==> config.mk <==
export PLATFORM = sky130hd
export DESIGN_NAME = fphub_div_issue_ctrl
export DESIGN_NICKNAME = d
export VERILOG_FILES = /design/src/rtl/fphub_div_pkg.sv /design/src/rtl/fphub_req_fifo.sv /design/src/rtl/fphub_div_issue_ctrl.sv
export SDC_FILE = /design/constraint.sdc
export NUM_CORES = 1
export LEC_CHECK = 0
export BUFFER_PORTS_ARGS = -buffer_cell sky130_fd_sc_hd__buf_4
export CAP_MARGIN = 10
export CORE_MARGIN = 5
export CORE_UTILIZATION = 40
export DETAILED_ROUTE_END_ITERATION = 12
export GPL_ROUTABILITY_DRIVEN = 0
export HOLD_SLACK_MARGIN = 0.15
export MAX_ROUTING_LAYER = met4
export PLACE_DENSITY = 0.62
export SLEW_MARGIN = 20
export SYNTH_ARGS = -nofsm -noshare
export SYNTH_HDL_FRONTEND = slang
export SYNTH_HIERARCHICAL = 1
export SYNTH_SLANG_ARGS = --single-unit
==> constraint.sdc <==
create_clock -name clk -period 4.7 [get_ports clk]
set_input_delay 0.705 -clock clk [delete_from_list [all_inputs] [get_ports clk]]
set_output_delay 0.705 -clock clk [all_outputs]
set_load 0.005 [all_outputs]
==> src/rtl/fphub_div_pkg.sv <==
// Shared types and widths for the HUB divider issue front end.
// Operand/tag widths are fixed here because the request struct depends on them.
package fphub_div_pkg;

  localparam int M     = 23;
  localparam int E     = 8;
  localparam int TAG_W = 4;
  localparam int OP_W  = M + E + 1;

  localparam int TIMEOUT_DEF = 64;

  // Counter must hold TIMEOUT-1, the last WAIT count before abandoning.
  function automatic int wait_cnt_width(input int timeout);
    return (timeout < 2) ? 1 : $clog2(timeout);
  endfunction

  localparam int WAIT_CNT_W_DEF = wait_cnt_width(TIMEOUT_DEF);

  typedef struct packed {
    logic [TAG_W-1:0] tag;
    logic [OP_W-1:0]  x;
    logic [OP_W-1:0]  d;
  } div_req_t;

  typedef enum logic [1:0] {
    IDLE  = 2'd0,
    ISSUE = 2'd1,
    WAIT  = 2'd2
  } div_issue_state_t;

endpackage

==> src/rtl/fphub_req_fifo.sv <==
// Small synchronous request FIFO; head word is visible as soon as an entry is present.
// Writes become poppable the cycle after they land, there is no bypass path.
module fphub_req_fifo #(
  parameter int DEPTH = 4,
  parameter int WIDTH = 8
) (
  input  logic                     clk,
  input  logic                     rst_l,
  input  logic                     push,
  input  logic [WIDTH-1:0]         wdata,
  input  logic                     pop,
  output logic [WIDTH-1:0]         rdata,
  output logic                     full,
  output logic                     empty,
  output logic [$clog2(DEPTH):0]   count
);

  localparam int PTR_W = $clog2(DEPTH);
  localparam int CNT_W = PTR_W + 1;

  logic [WIDTH-1:0] mem [DEPTH];
  logic [PTR_W-1:0] wr_ptr_reg;
  logic [PTR_W-1:0] rd_ptr_reg;
  logic [CNT_W-1:0] count_reg;
  logic             do_push;
  logic             do_pop;

  assign full    = (count_reg == CNT_W'(DEPTH));
  assign empty   = (count_reg == '0);
  assign do_push = push && !full;
  assign do_pop  = pop && !empty;
  assign rdata   = mem[rd_ptr_reg];
  assign count   = count_reg;

  always_ff @(posedge clk) begin
    if (do_push) begin
      mem[wr_ptr_reg] <= wdata;
    end
  end

  // Pointers wrap naturally since DEPTH is a power of two.
  always_ff @(posedge clk or negedge rst_l) begin
    if (!rst_l) begin
      wr_ptr_reg <= '0;
      rd_ptr_reg <= '0;
      count_reg  <= '0;
    end else begin
      if (do_push) begin
        wr_ptr_reg <= wr_ptr_reg + PTR_W'(1);
      end
      if (do_pop) begin
        rd_ptr_reg <= rd_ptr_reg + PTR_W'(1);
      end
      case ({do_push, do_pop})
        2'b10:   count_reg <= count_reg + CNT_W'(1);
        2'b01:   count_reg <= count_reg - CNT_W'(1);
        default: count_reg <= count_reg;
      endcase
    end
  end

endmodule

==> src/rtl/fphub_div_issue_ctrl.sv <==
// Issue/collect controller around the HUB SRT divider: buffers tagged requests,
// launches one division at a time and returns results in order on a valid/ready port.
module fphub_div_issue_ctrl
  import fphub_div_pkg::*;
#(
  parameter int DEPTH   = 4,
  parameter int TIMEOUT = TIMEOUT_DEF
) (
  input  logic                    clk,
  input  logic                    rst_l,
  input  logic                    in_valid,
  output logic                    in_ready,
  input  logic [OP_W-1:0]         in_x,
  input  logic [OP_W-1:0]         in_d,
  input  logic [TAG_W-1:0]        in_tag,
  output logic                    out_valid,
  input  logic                    out_ready,
  output logic [OP_W-1:0]         out_res,
  output logic [TAG_W-1:0]        out_tag,
  output logic                    out_special,
  output logic                    out_timeout,
  output logic                    div_start,
  output logic [OP_W-1:0]         div_x,
  output logic [OP_W-1:0]         div_d,
  input  logic [OP_W-1:0]         div_res,
  input  logic                    div_finish,
  input  logic                    div_computing,
  input  logic                    div_special,
  output logic [$clog2(DEPTH):0]  occupancy
);

  localparam int CNT_W = wait_cnt_width(TIMEOUT);

  div_issue_state_t state_reg;
  div_issue_state_t state_next;

  div_req_t         fifo_wreq;
  div_req_t         fifo_head;
  logic             fifo_push;
  logic             fifo_pop;
  logic             fifo_full;
  logic             fifo_empty;

  div_req_t         launch_reg;
  logic             special_flag_reg;
  logic [CNT_W-1:0] wait_cnt_reg;

  logic             out_valid_reg;
  logic [OP_W-1:0]  out_res_reg;
  logic [TAG_W-1:0] out_tag_reg;
  logic             out_special_reg;
  logic             out_timeout_reg;

  logic             load_done;
  logic             load_timeout;

  assign fifo_wreq = '{tag: in_tag, x: in_x, d: in_d};
  assign fifo_push = in_valid && in_ready;
  assign in_ready  = !fifo_full;

  fphub_req_fifo #(
    .DEPTH (DEPTH),
    .WIDTH ($bits(div_req_t))
  ) u_req_fifo (
    .clk   (clk),
    .rst_l (rst_l),
    .push  (fifo_push),
    .wdata (fifo_wreq),
    .pop   (fifo_pop),
    .rdata (fifo_head),
    .full  (fifo_full),
    .empty (fifo_empty),
    .count (occupancy)
  );

  // Only one result may be outstanding, so issue waits for the output slot to drain.
  always_comb begin
    state_next   = state_reg;
    fifo_pop     = 1'b0;
    load_done    = 1'b0;
    load_timeout = 1'b0;
    case (state_reg)
      IDLE: begin
        if (!fifo_empty && !out_valid_reg && !div_computing) begin
          state_next = ISSUE;
          fifo_pop   = 1'b1;
        end
      end
      ISSUE: begin
        state_next = WAIT;
      end
      WAIT: begin
        if (div_finish) begin
          load_done  = 1'b1;
          state_next = IDLE;
        end else if (wait_cnt_reg == CNT_W'(TIMEOUT - 1)) begin
          load_timeout = 1'b1;
          state_next   = IDLE;
        end
      end
      default: begin
        state_next = IDLE;
      end
    endcase
  end

  always_ff @(posedge clk or negedge rst_l) begin
    if (!rst_l) begin
      state_reg        <= IDLE;
      launch_reg       <= '0;
      special_flag_reg <= 1'b0;
      wait_cnt_reg     <= '0;
    end else begin
      state_reg <= state_next;
      if (fifo_pop) begin
        launch_reg <= fifo_head;
      end
      if (state_reg == ISSUE) begin
        special_flag_reg <= div_special;
        wait_cnt_reg     <= '0;
      end else if (state_reg == WAIT) begin
        wait_cnt_reg <= wait_cnt_reg + CNT_W'(1);
      end
    end
  end

  always_ff @(posedge clk or negedge rst_l) begin
    if (!rst_l) begin
      out_valid_reg   <= 1'b0;
      out_res_reg     <= '0;
      out_tag_reg     <= '0;
      out_special_reg <= 1'b0;
      out_timeout_reg <= 1'b0;
    end else if (load_done) begin
      out_valid_reg   <= 1'b1;
      out_res_reg     <= div_res;
      out_tag_reg     <= launch_reg.tag;
      out_special_reg <= special_flag_reg;
      out_timeout_reg <= 1'b0;
    end else if (load_timeout) begin
      out_valid_reg   <= 1'b1;
      out_res_reg     <= '0;
      out_tag_reg     <= launch_reg.tag;
      out_special_reg <= 1'b0;
      out_timeout_reg <= 1'b1;
    end else if (out_valid_reg && out_ready) begin
      out_valid_reg <= 1'b0;
    end
  end

  assign div_start   = (state_reg == ISSUE);
  assign div_x       = launch_reg.x;
  assign div_d       = launch_reg.d;
  assign out_valid   = out_valid_reg;
  assign out_res     = out_res_reg;
  assign out_tag     = out_tag_reg;
  assign out_special = out_special_reg;
  assign out_timeout = out_timeout_reg;

endmodule

==> flow_summary.toml <==
[run_status]
status = "completed"

[cells_and_area]
final_util_pct = 48.7
areaGrowthSynthToFinish_pct = 19.8
nNetsFinal = 1110
drive_gt1_share_pct = 42.7
largest-register = "u_req_fifo/mem"
largest_reg_flops = 272
num-fill-cells = 3258
fin_cells = 1540

[power_and_ir_drop]
power.switching_mw = 3.30
p_leak_nw = 6.93
pwr_density_cell_mw_per_mm2 = 645
irDropWorstVdd_mv = 0.303
seqPwrFrac_pct = 45.0
switching_share_pct = 27.8
p_int_mw = 8.58
power.share.clock_pct = 27.6
comb_power_share_pct = 27.4

[critical_path]
cp_slowest_cell = "and2_4"
path_max_fanout = 34
end_kind = "flop"
crit_required_ns = 4.92
cp_slowest_stage_delay_ns = 0.58
start_kind = "flop"
crit_type = "flop to flop"
cp.arrival_ns = 2.61
path_cells = "nor3b_2, nor2b_1, nor2b_2, and2_4, buf_4"

[routing]
drc = 0
drtPass1Iterations = 4
ant_nets = 0
viasPerCell = 4.84
via_count = 7452
wirelength_um = 30400
drtIter0Drc = 409
wl_per_cell_um = 19.8

[grt]
grt_pass1_vias = 8035
grt.total_usage_pct = 15.0
grt_first_pass_wirelength_um = 47100
grt_antenna_before_repair = 1
grt_max_degree = 69
grt_overflow = 0

[synth]
syn_area_mm2 = 0.0154
synth_cell_types = 38
ys_ff_latch = 395
synth_compound_area_share_pct = 1.87
yosys-top-cells-count = "edfxtp_1, dfrtp_1, nand2_1"
synth_area_leaders = "edfxtp_1, dfrtp_1, mux4_2"
synth_top_area_cell = "edfxtp_1"
ys.flop_type = "edfxtp_1"
avgSynthCellArea_um2 = 18.9
synth_edf_count = 272
synth_top_family_by_area = "multiplexers"
async_flop_share_pct = 31.1
synthXorXnorAreaFrac_pct = 0.399
synthMuxAreaShare_pct = 15.6
synth_top_area_share_pct = 53.1
syn_inst = 815
yosysMostFrequentCell = "edfxtp_1"
yosys.area_share.simple_pct = 2.81
ys_seq_area_share_pct = 73.1
synth-adder-area-share_pct = 0.944
ys.warnings.count = 6
syn_nets = 933

[flow_run]
drv_cap = 0

[sta]
fin_crit_sh_pct = 50.8
worst_slew_pin_slew_ns = 0.803
fmax_mhz = 418
worst_slack_ns = 2.31
hold_viol_final = 0
tns_ns = 0
max_slew_margin_pct = 46.4
slew_viol_final = 0
fin_crit_ns = 2.39
rsz0062_at_grt = "no"
setup-violations-final = 0
clock_skew_ns = 0.0156

[clock_tree]
cts_max_path_buffers = 3
numCtsBuffers = 43
cts.clk_slew.worst_paths_ns = 0.05
root_buffer = "clkbuf_16"
cts_tree = "done"
cts_resized = 0
cts_setup_buffers = 0
cts_hold_buffers = 1
clkSinkCount = 395
insertion_delay_ns = 0.56
htreeDepth = 2

[placement]
dpl.cell_count = 1457
detailed_place_hpwl_um = 18600
place_ws_ns = 2.05
io_buffers = 214

[die]
coreArea_mm2 = 0.0378
die_w_um = 206
ioPinCount = 215
dieArea_mm2 = 0.0425
die_h_um = 206
start_util_pct = 40.6
num_rows = 71

[worst_hold_path]
hp-class = "input port to flop"
==> cells by family after synthesis <==
group / count (synthesis)
AOI/OAI and AO/OA: 51
xor gates and xnor gates: 7
adders and majority gates: 11
buffers and inverters: 111
DFF: 395
muxes: 145
and+or+nand+nor: 95
==> stage by stage <==
stage	total power, mW	hold WS [ns]	cell area (µm²)
final	11.9	0.343	18400
after global routing	12.6	0.309	18400
after CTS	12.1	0.298	18400
after detailed placement	8.80	0.470	17000
after global placement	8.73	0.460	17000
after floorplan	7.77	0.409	15400
==> critical path, delay by kind of cell (launching register included) <==
kind	cells	cell delay [ns]
flip-flops	1	0.43
buffers and inverters	1	0.41
AND/OR/NAND/NOR	4	1.21
==> cells in the final DEF (no fill, tap or decap), drive strengths merged, types with 2 or more instances in the layout <==
master  instances
edfxtp        272
buf           229
dfrtp         123
nand2          75
mux2           74
mux4           68
clkbuf         61
o21ai          38
inv            17
clkinv         11
ha             10
and2            5
xor2            4
o211ai          4
nor2b           4
mux2i           3
o31a            3
bufinv          3
xnor2           3
diode           2
nand2b          2
o21a            2
nor3            2
==> power groups by stage <==
| stage | logic [mW] | registers (mW) | clock network, mW |
|---|---|---|---|
| 6_report | 3.25 | 5.35 | 3.28 |
| 3_3_place_gp | 3.31 | 5.41 | 0 |
| 5_1_grt | 3.59 | 5.48 | 3.55 |
| 4_1_cts | 3.36 | 5.38 | 3.39 |
| 3_5_place_dp | 3.36 | 5.44 | 0 |
| 2_1_floorplan | 2.59 | 5.18 | 0 |
==> metal layers <==
metal	track usage (%)	wire length, µm	vias to the layer above
met5	-	0	-
met4	4.47	569	0
met3	4.10	1930	43
met2	23.6	14800	185
met1	19.3	13200	3837
li1	-	-	3387
==> layout make-up <==
| type | instances | area, µm² | share of cell area (%) |
|---|---|---|---|
| Antenna cell | 2 | 5.00 | 0.0272 |
| Clock buffer | 61 | 1200 | 6.53 |
| Clock inverter | 19 | 190 | 1.03 |
| Inverter | 13 | 48.8 | 0.265 |
| Multi-Input combinational cell | 309 | 3340 | 18.1 |
| Sequential cell | 395 | 11300 | 61.1 |
| Tap cell | 511 | 639 | 3.47 |
| Timing Repair Buffer | 230 | 1750 | 9.49 |
==> worst paths after layout <==
check                                     from                    end  slack, ns  depth (start not counted)
max reg2reg                u_req_fifo/count[2]  u_req_fifo/mem[1][40]       2.31                          5
max in group asynchronous                rst_l            out_res[27]       3.07                          3
min                                  out_ready              out_valid       0.34                          2
max                        u_req_fifo/count[2]  u_req_fifo/mem[1][40]       2.31                          5
min reg2reg                   special_flag_reg            out_special       0.48                          2
min in group asynchronous                rst_l              div_d[13]       0.66                          2
(Power assumes the default switching activity.)
